==> config.mk <==
export PLATFORM = sky130hd
export DESIGN_NAME = sa_sequencer
export DESIGN_NICKNAME = d
export VERILOG_FILES = /design/src/rtl/sa_seq_pkg.sv /design/src/rtl/sa_tol_check.sv /design/src/rtl/sa_sequencer.sv
export SDC_FILE = /design/constraint.sdc
export NUM_CORES = 1
export LEC_CHECK = 0
export ABC_AREA = 1
export BUFFER_PORTS_ARGS = -buffer_cell sky130_fd_sc_hd__buf_2
export CAP_MARGIN = 5
export CORE_MARGIN = 1.5
export CORE_UTILIZATION = 61
export DETAILED_ROUTE_END_ITERATION = 16
export PLACE_DENSITY = 0.85
export REMOVE_ABC_BUFFERS = 1
export SYNTH_ARGS = -nofsm -noshare
export SYNTH_HDL_FRONTEND = slang
export SYNTH_SLANG_ARGS = --single-unit
==> constraint.sdc <==
create_clock -name clk -period 2.9 [get_ports clk]
set_input_delay 0.29 -clock clk [delete_from_list [all_inputs] [get_ports clk]]
set_output_delay 0.29 -clock clk [all_outputs]
set_load 0.02 [all_outputs]
==> src/rtl/sa_seq_pkg.sv <==
// sa_seq_pkg: shared types and constants for the SA batch sequencer.
// Widths of the SA data path and result flag bit positions.
package sa_seq_pkg;

    localparam int TGT_W = 10;
    localparam int X_W   = 8;

    localparam int FLG_TO  = 1;
    localparam int FLG_TOL = 0;

    typedef enum logic [2:0] {
        S_IDLE,
        S_LAUNCH,
        S_WAIT_DONE,
        S_WAIT_LOW,
        S_GAP,
        S_FINISH
    } state_t;

endpackage

==> src/rtl/sa_tol_check.sv <==
// sa_tol_check: flags a search result whose y strays too far from target.
// Uses an 11-bit signed difference so the full 10-bit range is covered.
module sa_tol_check
    import sa_seq_pkg::*;
#(
    parameter int TOL = 4
) (
    input  logic [TGT_W-1:0] y,
    input  logic [TGT_W-1:0] target,
    output logic             out_of_tol
);

    logic signed [TGT_W:0] diff;
    logic        [TGT_W:0] mag;

    // |y - target| compared against the allowed tolerance
    always_comb begin
        diff       = $signed({1'b0, y}) - $signed({1'b0, target});
        mag        = diff[TGT_W] ? $unsigned(-diff) : $unsigned(diff);
        out_of_tol = int'(mag) > TOL;
    end

endmodule

==> src/rtl/sa_sequencer.sv <==
// sa_sequencer: batch initiator for the SA search block.
// Launches one search per table entry, captures x/y and flags errors.
module sa_sequencer
    import sa_seq_pkg::*;
#(
    parameter  int DEPTH   = 8,
    parameter  int GAP     = 2,
    parameter  int TIMEOUT = 64,
    parameter  int TOL     = 4,
    localparam int AW      = $clog2(DEPTH)
) (
    input  logic             clk,
    input  logic             reset,
    input  logic             wr_en,
    input  logic [AW-1:0]    wr_addr,
    input  logic [TGT_W-1:0] wr_data,
    input  logic             run,
    input  logic [4:0]       num,
    output logic             busy,
    output logic             finished,
    output logic [3:0]       err_cnt,
    input  logic [AW-1:0]    rd_addr,
    output logic [X_W-1:0]   rd_x,
    output logic [TGT_W-1:0] rd_y,
    output logic [1:0]       rd_flags,
    output logic [TGT_W-1:0] target,
    output logic             start,
    input  logic             done,
    input  logic [X_W-1:0]   x,
    input  logic [TGT_W-1:0] y
);

    localparam int TW = $clog2(TIMEOUT + 1);
    localparam int GW = $clog2(GAP + 2);

    state_t state_q, state_d;

    logic [AW-1:0]    idx_q;
    logic [4:0]       num_q;
    logic [TW-1:0]    tmr_q;
    logic [GW-1:0]    gcnt_q;
    logic [TGT_W-1:0] tgt_q;
    logic [3:0]       err_q;

    logic [TGT_W-1:0] tbl   [DEPTH];
    logic [X_W-1:0]   res_x [DEPTH];
    logic [TGT_W-1:0] res_y [DEPTH];
    logic [1:0]       res_f [DEPTH];

    logic [4:0] eff_num;
    logic       last;
    logic       tmr_end;
    logic       gap_end;
    logic       oot;
    logic [1:0] new_f;
    logic       go;
    logic       adv;
    logic       cap_ok;
    logic       cap_to;

    assign eff_num = (num > 5'(DEPTH)) ? 5'(DEPTH) : num;
    assign last    = (5'(idx_q) == num_q - 5'd1);
    assign tmr_end = int'(tmr_q) >= TIMEOUT - 1;
    assign gap_end = int'(gcnt_q) >= GAP - 1;

    assign busy     = (state_q != S_IDLE);
    assign finished = (state_q == S_FINISH);
    assign start    = (state_q == S_LAUNCH);
    assign target   = start ? tbl[idx_q] : tgt_q;
    assign err_cnt  = err_q;

    assign rd_x     = res_x[rd_addr];
    assign rd_y     = res_y[rd_addr];
    assign rd_flags = res_f[rd_addr];

    sa_tol_check #(
        .TOL(TOL)
    ) u_tol (
        .y         (y),
        .target    (tgt_q),
        .out_of_tol(oot)
    );

    // flags recorded for the entry being closed this cycle
    always_comb begin
        new_f = '0;
        if (cap_to) begin
            new_f[FLG_TO] = 1'b1;
        end else begin
            new_f[FLG_TOL] = oot;
        end
    end

    // state register
    always_ff @(posedge clk or negedge reset) begin
        if (!reset) begin
            state_q <= S_IDLE;
        end else begin
            state_q <= state_d;
        end
    end

    // next-state decode and per-cycle control strobes
    always_comb begin
        state_d = state_q;
        go      = 1'b0;
        adv     = 1'b0;
        cap_ok  = 1'b0;
        cap_to  = 1'b0;
        unique case (state_q)
            S_IDLE: begin
                if (run) begin
                    if (eff_num != 5'd0) begin
                        go      = 1'b1;
                        state_d = S_LAUNCH;
                    end else begin
                        state_d = S_FINISH;
                    end
                end
            end
            S_LAUNCH: begin
                state_d = S_WAIT_DONE;
            end
            S_WAIT_DONE: begin
                if (done) begin
                    cap_ok  = 1'b1;
                    state_d = S_WAIT_LOW;
                end else if (tmr_end) begin
                    cap_to  = 1'b1;
                    state_d = S_GAP;
                end
            end
            S_WAIT_LOW: begin
                if (!done) begin
                    state_d = S_GAP;
                end
            end
            S_GAP: begin
                if (gap_end) begin
                    if (last) begin
                        state_d = S_FINISH;
                    end else begin
                        adv     = 1'b1;
                        state_d = S_LAUNCH;
                    end
                end
            end
            S_FINISH: begin
                state_d = S_IDLE;
            end
            default: begin
                state_d = S_IDLE;
            end
        endcase
    end

    // batch bookkeeping: index, counters, held target, error count
    always_ff @(posedge clk or negedge reset) begin
        if (!reset) begin
            idx_q  <= '0;
            num_q  <= '0;
            tmr_q  <= '0;
            gcnt_q <= '0;
            tgt_q  <= '0;
            err_q  <= '0;
        end else begin
            if (go) begin
                idx_q <= '0;
                num_q <= eff_num;
                err_q <= '0;
            end else if (adv) begin
                idx_q <= idx_q + 1'b1;
            end
            if (start) begin
                tgt_q <= tbl[idx_q];
            end
            tmr_q  <= (state_q == S_WAIT_DONE) ? tmr_q + 1'b1 : '0;
            gcnt_q <= (state_q == S_GAP) ? gcnt_q + 1'b1 : '0;
            if ((cap_ok || cap_to) && (new_f != 2'b00) && (err_q != 4'hF)) begin
                err_q <= err_q + 4'd1;
            end
        end
    end

    // target table, writable only between batches
    always_ff @(posedge clk or negedge reset) begin
        if (!reset) begin
            for (int i = 0; i < DEPTH; i++) begin
                tbl[i] <= '0;
            end
        end else if (wr_en && (state_q == S_IDLE)) begin
            tbl[wr_addr] <= wr_data;
        end
    end

    // result buffer, one capture per launched search
    always_ff @(posedge clk or negedge reset) begin
        if (!reset) begin
            for (int i = 0; i < DEPTH; i++) begin
                res_x[i] <= '0;
                res_y[i] <= '0;
                res_f[i] <= '0;
            end
        end else if (cap_ok) begin
            res_x[idx_q] <= x;
            res_y[idx_q] <= y;
            res_f[idx_q] <= new_f;
        end else if (cap_to) begin
            res_x[idx_q] <= '0;
            res_y[idx_q] <= '0;
            res_f[idx_q] <= new_f;
        end
    end

endmodule

==> results, run 1 <==
- Global routing used 33.4% of the available tracks across all layers.
- The worst endpoint required time is 3.39 ns.
- Compared with the post-synthesis result, the final layout area differs by 14.3%.
- The most area-hungry cell type in the Yosys netlist is sky130_fd_sc_hd__dfrtp_1.
- The count of final hold-check violations is 0.
- Input and output buffers added on the ports amount to 80.
- Entering global routing, the biggest net connects between 70 and 80 pins.
- The detail route stage leaves a number of antenna-violating nets equal to 0.
- The multiplexer share of the synthesized area is 0%.
- The Yosys warning count is 0.
- The signal on the critical path passes through ha_2 > inv_2 > fa_2 > inv_2 > ha_2 > inv_1 > nor2_4 > nand3_4 > nor2_4 > nand3_2 > nor2_2 > nand2_1 > nand2_1 > nand2_2 > nor2_4 > nand4_4 > nand2_4 > nand3_2 > nand2_2.
- The total number of H-tree levels is 1.
- The type of element capturing the critical path is a flip-flop.
- The number of top-level pins is 81.
- After floorplanning, the core was divided into 53 placement rows.
- After detailed routing, the total wire length is 36.5 mm.
- After global routing the overflow that remains totals 0.
- Summing the areas of all compound-gate instances in the mapped netlist gives 21.3% of the synthesized area.
- The post-route non-filler standard cell count is between 1.5k and 2k.
- The die boundary height is between 100 and 150 um.
- After synthesis, the largest area contributor takes up around 53% of total cell area.
- The clock passes through at most 3 buffers.
- The first global-routing pass estimated 58.9 mm of wire.
- The fraction of layout cells with a size suffix above 1 is 13.4%.
- The overall die width is 149 um.
- The sequential area share after synthesis is 52.5%.
- In this run the cell area measured after placement is between 0.01 and 0.015 mm^2.
- Summing all multi-input logic gate instances after layout gives around 0.0051 mm^2.
- The leakage power total is 7.33 nW.
- For this run, the share of the core covered by cells in the final layout is 71.0%.
- The proportion of synthesized flip-flops having asynchronous set or reset is 100%.
- The flow ran to the end, and the final reports show no timing, DRC or antenna violations.
- The flip-flop and latch count after synthesis is 274.
- The initial antenna violation count came to 1.
- The area of the die is 0.0223 mm^2.
- The number of DRC markers after the initial detailed-route iteration is approximately 1.3k.
- The CTS buffer count is 28.
- The number of library cell types mapped by synthesis is 43.
- The most used flip-flop cell after synthesis is sky130_fd_sc_hd__dfrtp_1.
- The worst hold path belongs to the class input port to flip-flop.
- The number of remaining DRC errors is 0.
- The synthesized netlist occupies a cell area of roughly 0.013 mm^2.
- For this run, the post-layout net count is around 1.7k.
- Yosys mapped a number of flops with a built-in enable equal to 0.
- At the later pin of the worst-skew pair, clock insertion delay measures approximately 0.56 ns.
- Timing would allow up to roughly 360 MHz.
- The first detailed-routing pass took 6 iterations.
- For the worst setup path, the data arrival time is 3.30 ns.
- The worst setup path is launched from a flip-flop.
- The worst setup path is of the flip-flop to flip-flop kind.
- The worst-case IR drop observed on VDD is approximately 0.00074 V.
- Leaving out fill and tap cells, the most frequent cells in the layout are sky130_fd_sc_hd__dfrtp_1, sky130_fd_sc_hd__nand2_1, sky130_fd_sc_hd__o21ai_0.
- The initial utilization of the core area, before any placement, comes to 62.1%.
- In the final routed layout, each cell accounts on average for 18.8 um.
- The clock arrives with between 0.01 and 0.015 ns of skew.
- The transition at the pin with the smallest max-transition slack is 0.906 ns.
- Counting the fill cells in the layout gives 1549.
- Counting every sink on the clock net gives 274.
- Measured against its own limit, the worst slew margin works out to 39.5%.
- The clock-pin slew reported for the worst setup and hold paths after clock tree synthesis is approximately 0.06 ns.
- The cell that appears most often on the critical path is sky130_fd_sc_hd__nor2_4.
- Of all nets on the critical path, the largest fanout is 5.
- Including well taps, the total number of placed cells is 1888.
- After Yosys synthesis, XOR and XNOR cells account for 0.335% of the synthesized area.
- Once layout is done, the placed cells without fillers occupy 0.0149 mm^2.
- In the final layout, flip-flops and latches occupy between 0.006 and 0.007 mm^2.
- The detailed router placed ~12k vias in this run.
- The synthesized netlist devotes 14.9% of its cell area to simple gates.
- After synthesis, the largest family of logic cells by area is compound AO/OA/AOI/OAI gates.
- The clock tree from TritonCTS is yes.
- The cell sitting at the root of the clock tree is a sky130_fd_sc_hd__clkbuf_16.
- The post-synthesis share of cell area spent on full adders, half adders and majority gates is 1.69%.
- Counting every instance in the synthesized netlist gives between 1.5k and 2k.
- The routability congestion estimate from global placement is 0.887.
- The total count of max-transition violations in the final report is 0.
- The worst path uses just under 100% of the clock period.
- The time the worst path needs with I/O delays and setup is around 2.8 ns.
- The setup-violating endpoint count in the final report is 0.
- The HPWL reported at the end of detailed placement is 22.2 mm.
- The tool flagged a number of max-cap violations equal to 0.
- The library cell used most frequently in the layout, excluding fill and tap cells, is sky130_fd_sc_hd__dfrtp_1.
- The synthesized area per cell is 8.30 um^2.
- The delay of the slowest critical-path stage is 0.45 ns.
- Ranked by total cell area, the synthesized netlist is headed by sky130_fd_sc_hd__dfrtp_1, sky130_fd_sc_hd__o21ai_0, sky130_fd_sc_hd__nand2_1, sky130_fd_sc_hd__inv_1, sky130_fd_sc_hd__a21oi_1.
- The number of vias per cell is about 6.1.
- The core region is 0.0210 mm^2.
- The standard cell with the maximum stage delay on the critical path is sky130_fd_sc_hd__fa_2.
- The via count of the first global-routing pass is 11.7k.
- In this run the power density over the cells is about 950 mW/mm^2.
==> final cells by class <==
cell class / instances / area share, %
Multi-Input combinational cell: 982 / 34.2
Clock buffer: 42 / 5.51
Inverter: 242 / 6.14
Tap cell: 275 / 2.30
Timing Repair Buffer: 123 / 5.39
Clock inverter: 5 / 0.436
Antenna cell: 1 / 0.0168
Sequential cell: 274 / 46.0
==> flip-flops by register name, summed over array words and instances (netlist names) <==
| register | cells |
|---|---|
| tbl | 80 |
| tmr_q | 7 |
| res_y | 80 |
| num_q | 5 |
| tgt_q | 10 |
| gcnt_q | 2 |
| state_q | 3 |
| res_f | 16 |
| err_cnt | 4 |
| idx_q | 3 |
| res_x | 64 |
==> synthesized netlist by cell type, types with 2 or more instances <==
cell                       count
sky130_fd_sc_hd__a221oi_1     17
sky130_fd_sc_hd__nand3_1      41
sky130_fd_sc_hd__nor3_1       11
sky130_fd_sc_hd__clkbuf_1     64
sky130_fd_sc_hd__buf_1         2
sky130_fd_sc_hd__o211ai_1      2
sky130_fd_sc_hd__nand2_2       7
sky130_fd_sc_hd__nand3b_1      2
sky130_fd_sc_hd__nor4_1        9
sky130_fd_sc_hd__a32oi_1       7
sky130_fd_sc_hd__nand2_1     257
sky130_fd_sc_hd__nand2_4       2
sky130_fd_sc_hd__a21oi_1     118
sky130_fd_sc_hd__nand3_2       3
sky130_fd_sc_hd__buf_2         6
sky130_fd_sc_hd__nor3_2        4
sky130_fd_sc_hd__ha_1         16
sky130_fd_sc_hd__a22oi_1       2
sky130_fd_sc_hd__buf_4         2
sky130_fd_sc_hd__nor2_2        3
sky130_fd_sc_hd__o21ai_0     236
sky130_fd_sc_hd__o21bai_1      2
sky130_fd_sc_hd__xnor2_1       4
sky130_fd_sc_hd__o22ai_1      89
sky130_fd_sc_hd__clkinv_1      6
sky130_fd_sc_hd__inv_2        14
sky130_fd_sc_hd__nor2_1      109
sky130_fd_sc_hd__inv_1       222
sky130_fd_sc_hd__a31oi_1      22
sky130_fd_sc_hd__nand4_1       8
sky130_fd_sc_hd__dfrtp_1     274
==> routing by layer <==
metal / vias to the layer above / global-route usage, % / wire (um)
li1: 5417 / - / -
met1: 5694 / 44.9 / 14400
met2: 653 / 54.1 / 17400
met3: 132 / 4.98 / 3100
met4: 0 / 15.0 / 1620
met5: - / 0 / 0
==> logic make-up (layout without fill, tap and decap cells) <==
logic type | count (synthesis) | in the layout
AO/OA/AOI/OAI | 501 | 501
XOR/XNOR | 5 | 5
adder cells (fa/ha/maj) | 17 | 17
buffers and inverters | 317 | 412
flip-flops | 274 | 274
other | 0 | 1
AND/OR/NAND/NOR | 459 | 459
==> what timing repair did <==
| item | in CTS | in global routing |
|---|---|---|
| hold endpoints to repair | 74 | 0 |
| hold buffers | 7 | 0 |
| resized for setup | 3 | 32 |
| pin swaps | 0 | 11 |
| buffers inserted | 0 | 1 |
| setup endpoints to repair | 3 | 20 |
==> worst max-delay path, delay by kind of cell, from the launching register on <==
kind	cells	cell delay, ns
and+or+nand+nor	13	1.30
buffers and inverters	3	0.19
adders and majority gates	3	0.82
DFF	1	0.42
==> worst paths after layout <==
| path | start | cells after the start | end | slack (ns) |
|---|---|---|---|---|
| min in group asynchronous | reset | 2 | res_x[13]$_DFFE_PN0P_ | 0.31 |
| max in group asynchronous | reset | 3 | idx_q[2]$_DFFE_PN0P_ | 1.82 |
| min reg2reg | gcnt_q[0]$_DFF_PN0_ | 1 | gcnt_q[0]$_DFF_PN0_ | 0.44 |
| max reg2reg | tgt_q[0]$_DFF_PN0_ | 19 | err_cnt[1]$_DFFE_PN0P_ | 0.09 |
| min | wr_data[0] | 3 | tbl[60]$_DFFE_PN0P_ | 0.02 |
| max | tgt_q[0]$_DFF_PN0_ | 19 | err_cnt[1]$_DFFE_PN0P_ | 0.09 |
==> where the power goes <==
group	switching [mW]	leakage [nW]	internal, mW
sequential	0.591	3.23	5.10
combinational	3.30	3.67	1.71
clock	1.48	0.437	2.03
total	5.36	7.33	8.84
==> stage by stage <==
stage               power, mW  setup WS (ns)  hold WS, ns  TNS (ns)
finish                   14.2         0.0872       0.0180         0
global route             15.1        -0.0590       0.0287    -0.205
CTS                      14.0         0.0421       0.0112         0
detailed placement       10.4         0.0514        0.303         0
global placement         10.2          0.146        0.298         0
floorplan                8.96          0.235     -0.00559         0
No activity file was read; power rests on OpenSTA's default activity.
==> inputs of run 2 (changes only) <==
--- a/config.mk
+++ b/config.mk
@@ -10,6 +10,7 @@
 export CAP_MARGIN = 5
 export CORE_MARGIN = 1.5
 export CORE_UTILIZATION = 61
+export CTS_CLUSTER_SIZE = 25
 export DETAILED_ROUTE_END_ITERATION = 16
 export PLACE_DENSITY = 0.85
 export REMOVE_ABC_BUFFERS = 1
==> constraint.sdc (replaced) <==
create_clock -name clk -period 3.2 [get_ports clk]
set_input_delay 0.32 -clock clk [delete_from_list [all_inputs] [get_ports clk]]
set_output_delay 0.32 -clock clk [all_outputs]
set_load 0.02 [all_outputs]
==> run 2 against run 1 <==
Combinational power down 13%. Worst hold slack worse by 0.0014 ns. Cell count shrank 0.57%. Clock power decreased by 5%. Core utilization is 0.85 points lower. First-iteration DRC count fell by 0.31%. Largest cell class unchanged. Largest power group unchanged.
==> results, run 2 (synthesis gave the netlist of run 1 again) <==
- The starting utilization of the core area is 62.1%.
- STA puts the critical path data required time at between 2 and 3 ns.
- After the first detailed-routing iteration, the DRC count stood at 1273.
- The wire length on met2 is 17.1 mm.
- The source of the worst register-to-register timing path is tgt_q[0]$_DFF_PN0_.
- In this run the post-CTS setup repair buffer count came out at 0.
- The worst hold path begins at num[2].
- Setup violations remaining at the end of the flow were counted as 0.
- The final clock skew is 0.0174 ns.
- The total count of max-transition violations in the final report is 0.
- The data arrival time of the critical path is 2.78 ns.
- The CTS buffer count is 28.
- The critical path in this run is classified as flip-flop to output port.
- The flow ran to the end, and the final reports show no timing, DRC or antenna violations.
- The growth of design area from synthesis to finish is 13.0%.
- The maximum fanout encountered on the critical timing path is 15.
- The largest voltage drop on the vdd net is 0.000618 V.
- The routability congestion estimate from global placement is 0.910.
- In this run the power density over the cells is 869 mW/mm^2.
- The tree is rooted in a sky130_fd_sc_hd__clkbuf_16.
- The overall die width is about 150 um.
- The number of iterations in the first detailed-routing pass is 5.
- The routed design uses 3.11 mm of met3 wire.
- The largest registers in the layout are res_y x80, tbl x80, res_x x64.
- TritonCTS built the clock tree.
- The uppermost layer routed is met4.
- Once detailed placement completed, the half-perimeter wirelength came to 22.0 mm.
- The met1 wire length is 14.2 mm.
- The placed instances occupy a cell area of 0.0138 mm^2.
- The design area is around 0.015 mm^2.
- Setup repair after global routing left no endpoint under its margin.
- In the final timing run, aggregate negative setup slack is 0 ns.
- After layout, the worst path uses 97.0% of the clock period.
- The die is 149 um tall.
- In the routed design, unresolved DRC markers number 0.
- CTS built an H-tree with a depth of 1.
- In the final layout, the multi-input gates occupy 0.00503 mm^2.
- Tracing the worst setup path back leads to its startpoint at state_q[2]$_DFFE_PN0P_.
- Registers take 0.00686 mm^2.
- The total via count in the routed design is around 12k.
- The via count of the first global-routing pass is 11.5k.
- The count of final hold-check violations came to 0.
- The global-route congestion overflow total is 0.
- Final hold analysis gives a worst-case slack of around 0.017 ns.
- Leaving out fill and tap cells, the most frequent cells in the layout are sky130_fd_sc_hd__dfrtp_1, sky130_fd_sc_hd__nand2_1, sky130_fd_sc_hd__o21ai_0.
- The first-pass GRT wire length is 58.1 mm.
- The detail route stage leaves a number of antenna-violating nets equal to 0.
- Using the TritonRoute via totals, the vias-per-cell ratio works out to 6.15.
- The maximum root-to-sink buffer count is 3.
- The type of element capturing the critical path is an output port.
- The worst path in the final design needs a cycle of 3.10 ns, including I/O delays and setup.
- Max-cap violations in this run came to 0.
- In this run the worst hold path is classified as input port to flip-flop.
- The transition at the pin with the smallest max-transition slack is 0.868 ns.
- Cells with a size suffix above 1 make up 11.9% of the layout.
- The largest net degree at the start of global routing is 89.
- The worst setup path is launched from a flip-flop.
- Dividing the detail-routed wire length by the instance count gives 18.6 um.
- The analysis attributes to cell leakage a power of ~7.3 nW.
- Clock-pin slew was measured on the worst setup and hold paths at 0.06 ns.
- The area of the die is 0.0223 mm^2.
- The most common library cell in the layout ignoring fill and taps is sky130_fd_sc_hd__dfrtp_1.
- Static timing analysis puts the maximum clock frequency at between 300 and 400 MHz.
- The final wirelength is 35.9 mm.
- The worst pin sits at a relative slew slack of 42.1%.
- The placeable core region is 0.0210 mm^2.
- The filler cells instantiated in the layout total 1588.
- The initial antenna violation count was 1.
- 81 I/O pins were placed.
- The global-route usage over all layers is 33.0%.
- For the worst-skew pair, the clock arrives at the later sink with an insertion delay of 0.56 ns.
- The total clock sinks is 274.
- The total number of nets in the final design is ~1.7k.
- The number of placement rows is 53.
- The count of input and output buffers is 80.
-- run 2: cell count changes in the layout (fill, tap and decap cells not counted), moves of 4 or more --
cell	change
sky130_fd_sc_hd__dlygate4sd3_1	-5
sky130_fd_sc_hd__nand3_1	+4
sky130_fd_sc_hd__nor2_4	-4
sky130_fd_sc_hd__buf_4	-7
-- run 2: timing repair --
item,4_1_cts,5_1_grt
gates resized for setup,1,3
endpoints found under the setup margin,1,6
hold buffers,2,0
hold endpoints to repair,86,0
cloned,0,0
-- run 2: stage by stage --
step | cells | worst slack, ns | total power [mW] | utilization, %
5_1_grt | 1932 | 0.00328 | 13.6 | 70.2
4_1_cts | 1932 | 0.0958 | 12.8 | 70.1
6_report | 1933 | 0.0968 | 12.8 | 70.2
2_1_floorplan | 1498 | 0.529 | 8.12 | -
3_5_place_dp | 1880 | 0.264 | 9.43 | 65.6
3_3_place_gp | 1880 | 0.365 | 9.22 | 65.6
-- run 2: worst max-delay path, stage by stage, from the launching register on --
cell	delay, ns
sky130_fd_sc_hd__dfrtp_1	0.42
sky130_fd_sc_hd__nor3_1	0.21
sky130_fd_sc_hd__buf_4	0.20
sky130_fd_sc_hd__clkinv_1	0.50
sky130_fd_sc_hd__a221oi_1	0.45
sky130_fd_sc_hd__a32oi_1	0.24
sky130_fd_sc_hd__buf_2	0.21
-- run 2: layout make-up --
cell class | count | area share, %
inverter | 242 | 6.16
tap | 275 | 2.33
clock inverter | 11 | 0.975
clock buffer | 39 | 5.37
sequential | 274 | 46.5
multi-input combinational | 982 | 34.1
antenna | 1 | 0.0170
timing repair buffer | 109 | 4.55
-- run 2: report_power, final --
part	total [mW]	leakage (nW)	internal, mW	switching [mW]
logic	4.36	3.60	1.49	2.87
registers	5.14	3.23	4.62	0.525
clock network	3.32	0.461	1.96	1.35
-- run 2: final timing paths --
check | to | slack (ns) | cells past startpoint
min in group asynchronous | res_x[44]$_DFFE_PN0P_ | 0.38 | 2
hold reg to reg | gcnt_q[0]$_DFF_PN0_ | 0.44 | 1
max in group asynchronous | res_y[52]$_DFFE_PN0P_ | 1.86 | 3
setup reg to reg | res_f[0]$_DFFE_PN0P_ | 0.34 | 18
hold / removal | num_q[2]$_DFFE_PN0P_ | 0.02 | 3
setup / recovery | target[9] | 0.1 | 6
-- run 2: metal layers --
layer / vias up / track usage, %
met5: - / 0
met4: 0 / 14.5
met3: 122 / 4.71
met2: 641 / 54.4
met1: 5736 / 43.9
li1: 5384 / -
==> inputs of run 3 (changes only) <==
--- a/config.mk
+++ b/config.mk
@@ -9,11 +9,12 @@
 export BUFFER_PORTS_ARGS = -buffer_cell sky130_fd_sc_hd__buf_2
 export CAP_MARGIN = 5
 export CORE_MARGIN = 1.5
-export CORE_UTILIZATION = 61
+export CORE_UTILIZATION = 55
 export CTS_CLUSTER_SIZE = 25
 export DETAILED_ROUTE_END_ITERATION = 16
-export PLACE_DENSITY = 0.85
+export PLACE_DENSITY = 0.81
 export REMOVE_ABC_BUFFERS = 1
+export SLEW_MARGIN = 10
 export SYNTH_ARGS = -nofsm -noshare
 export SYNTH_HDL_FRONTEND = slang
 export SYNTH_SLANG_ARGS = --single-unit
==> constraint.sdc (replaced) <==
create_clock -name clk -period 2.7 [get_ports clk]
set_input_delay 0.27 -clock clk [delete_from_list [all_inputs] [get_ports clk]]
set_output_delay 0.27 -clock clk [all_outputs]
set_load 0.02 [all_outputs]
==> run 3 against run 2 <==
The run now ends with negative setup slack left. Register-to-register slack worse by 0.38 ns. Worst hold slack lost 0.0084 ns. Critical path depth up 1. Combinational power increased by 34%. Via count grew 0.88%. Die area up 11%. Critical path type unchanged.
==> results, run 3 (synthesis gave the netlist of run 1 again) <==
- The total buffers and inverters traversed by the critical path is 3.
- Excluding fillers, the count of instances in the completed layout stands at between 2k and 2.5k.
- Global routing consumed, over all layers together, 29.8% of the routing resources.
- Leaving out fill and tap cells, the most frequent cell in the layout is sky130_fd_sc_hd__dfrtp_1.
- The wire-length estimate of the detail-placed layout is 22.1 mm.
- In this run switching power makes up 37.4% of total power.
- The total overflow left after global routing is 0.
- The kind of cell with the highest combined delay along the critical path is buffers and inverters.
- The number of vias per cell is between 5 and 6.
- The internal power consumption is about 10 mW.
- The routed length on met3 is 3.65 mm.
- The data arrival time of the critical path is 2.47 ns.
- The repair_antennas step left the layout with diodes totalling 0.
- Cells fill between 60% and 70% of the core in the end.
- The first global-routing pass estimated 57.5 mm of wire.
- After layout, the minimum clock period comes to 2.74 ns.
- The CTS buffer count is 29.
- The critical path goes through clkinvlp_4 > nor3_4 > buf_4 > a221oi_1 > o2111a_1 > a21oi_1 > buf_2.
- The detailed router used layers up to and including met4.
- For this block, the routed nets add up to 37.8 mm of wire.
- The share of power burned in registers is 37.8%.
- The fraction of layout cells with a size suffix above 1 is 16.5%.
- The maximum fanout encountered on the critical timing path is 6.
- The via count of the first global-routing pass is 11.2k.
- Counting cells, the worst reg-to-reg path comes to 19.
- Summed over all nets, the switching power comes to 6.04 mW.
- The number of remaining DRC errors is 0.
- The checks that failed: negative setup slack.
- The initial utilization of the core area, before any placement, comes to 55.8%.
- The count of final hold-check violations is 0.
- The number of stages on the worst hold path is 3.
- The longest clock path from root to sink contains 3 buffers.
- The die is 157 um wide.
- The routed layout has ~12k vias.
- The flow ran to the end, but the final reports show violations.
- In the final layout, the registers with the most flip-flops are res_y x80, tbl x80, res_x x64.
- The post-placement setup slack is -0.0999 ns.
- Derived from the worst setup path, the maximum achievable clock frequency is 364 MHz.
- Setup repair after global routing could not meet its margin everywhere.
- The total number of H-tree levels is 1.
- The CTS root buffer is sky130_fd_sc_hd__clkbuf_16.
- The routability congestion estimate from global placement is 0.888.
- TritonCTS built the clock tree.
- Data on the critical path is required at its endpoint by 2.43 ns.
- The clock-pin slew reported for the worst setup and hold paths after clock tree synthesis is ~0.06 ns.
- Leaving out fill and tap cells, the most frequent cells in the layout are sky130_fd_sc_hd__dfrtp_1, sky130_fd_sc_hd__nand2_1, sky130_fd_sc_hd__o21ai_0.
- The worst pin sits at a relative slew slack of 37.4%.
- The power per cell area is roughly 1000 mW/mm^2.
- At the pin with the least slew margin, the transition time is around 0.94 ns.
- The count of nets left with antenna violations once routing finished came out at 0.
- The critical path crosses 7 cells after its start point.
- After detailed routing, the average wire length per cell comes to 18.7 um.
- The growth of design area from synthesis to finish is 18.5%.
- On the final layout, the worst hold slack is 0.00815 ns.
- Across all setup checks in the final design, the least slack found is -0.0448 ns.
- Setup violations remaining at the end of the flow were counted as 11.
- For this design the top-level I/O count stands at 81.
- The met1 wire length is 15.0 mm.
- The part of the total power dissipated in the clock network is 26.0%.
- The initial antenna violation count is 0.
- Of the available clock period, the critical path in the final layout requires 102%.
- The largest voltage drop on the vdd net is 0.000938 V.
- Entering global routing, the biggest net connects 96 pins.
- In this design, the stage delay of the slowest critical-path cell is between 0.4 and 0.5 ns.
- The clock arrives with between 0.015 and 0.02 ns of skew.
- The total count of max-transition violations in the final report was 0.
- The worst setup path is captured at an output port.
- The die is 157 um tall.
- The number of DRC markers after the initial detailed-route iteration is 1367.
- In this run the static leakage power is 7.58 nW.
- The first detailed-routing pass ran for 6 iterations.
- The final layout contains between 1.5k and 2k nets.
- The wire length on met2 is between 15 and 20 mm.
- The standard cell with the maximum stage delay on the critical path is sky130_fd_sc_hd__dfrtp_2.
- The floorplan has 56 rows.
- The critical path is of the flip-flop to output port type.
- The type of the tightest min-delay check is input port to flip-flop.
- The clock latency on the worst-skew pair is between 0.5 and 0.6 ns.
- The count of input and output buffers is 80.
- The kind of start point of the critical path is a flip-flop.
- Of the total power, combinational logic draws 36.2%.
- The area of the die is 0.0247 mm^2.
- The clock drives 274 sinks.
- Including well taps, the total number of placed cells is roughly 1.9k.
- The max-capacitance violation count is 0.
- The placeable core region is ~0.023 mm^2.
-- run 3: path summary, 6_finish.rpt --
| check | to | start | slack (ns) |
|---|---|---|---|
| setup / recovery | target[5] | idx_q[0]$_DFFE_PN0P_ | -0.04 |
| hold / removal | tbl[60]$_DFFE_PN0P_ | wr_data[0] | 0.008 |
| setup reg to reg | err_cnt[2]$_DFFE_PN0P_ | tgt_q[0]$_DFF_PN0_ | -0.04 |
| hold reg to reg | gcnt_q[0]$_DFF_PN0_ | gcnt_q[0]$_DFF_PN0_ | 0.43 |
| max in group asynchronous | res_x[63]$_DFFE_PN0P_ | reset | 1.57 |
| min in group asynchronous | tmr_q[3]$_DFF_PN0_ | reset | 0.37 |
-- run 3: cell type report --
type,instances,area (um^2)
fillers,1860,7930
flip-flops and latches,274,6860
multi-input cells,982,5230
repair buffers,149,1040
inverters,242,918
clock buffers,38,820
well taps,319,399
clock inverters,15,198
-- run 3: power by group through the flow --
stage	registers [mW]	logic, mW	clock network [mW]
floorplan	5.98	3.64	0
global placement	6.06	4.98	0
detailed placement	6.13	5.12	0
CTS	6.07	5.28	4.24
global route	6.24	6.49	4.39
finish	6.11	5.85	4.20
-- run 3: layer usage --
metal  vias up  global-route usage (%)
met5         -                       0
met3       117                    4.43
met1      5723                    40.4
met2       668                    49.2
met4         0                    10.1
li1       5479                       -
-- run 3: what timing repair did --
item	4_1_cts	5_1_grt
endpoints found under the setup margin	18	22
setup buffers	4	20
pin swaps	0	26
hold buffers	8	0
resized for setup	11	69
gates cloned	0	2
hold endpoints to repair	104	0
-- run 3: through the flow --
step	area, um^2	TNS, ns	power, mW
finish	15500	-0.323	16.2
global route	15500	-2.41	17.1
global placement	13900	-0.388	11.0
detailed placement	13900	-0.924	11.3
floorplan	12800	0	9.62
CTS	15100	0	15.6
-- run 3: worst reg2reg max path, stage by stage (launching register included) --
cell	delay, ns
sky130_fd_sc_hd__dfrtp_1	0.39
sky130_fd_sc_hd__ha_2	0.19
sky130_fd_sc_hd__inv_2	0.07
sky130_fd_sc_hd__fa_2	0.44
sky130_fd_sc_hd__inv_2	0.10
sky130_fd_sc_hd__ha_4	0.14
sky130_fd_sc_hd__inv_2	0.04
sky130_fd_sc_hd__nor2_4	0.08
sky130_fd_sc_hd__nand3_2	0.08
sky130_fd_sc_hd__nor2_2	0.14
sky130_fd_sc_hd__nand3_1	0.08
sky130_fd_sc_hd__nor2_1	0.12
sky130_fd_sc_hd__nand2_1	0.06
sky130_fd_sc_hd__nand2_1	0.07
sky130_fd_sc_hd__nand2_2	0.07
sky130_fd_sc_hd__nor2_4	0.15
sky130_fd_sc_hd__nand4_4	0.18
sky130_fd_sc_hd__nand2_4	0.15
sky130_fd_sc_hd__nand3_2	0.07
sky130_fd_sc_hd__nand2_2	0.08
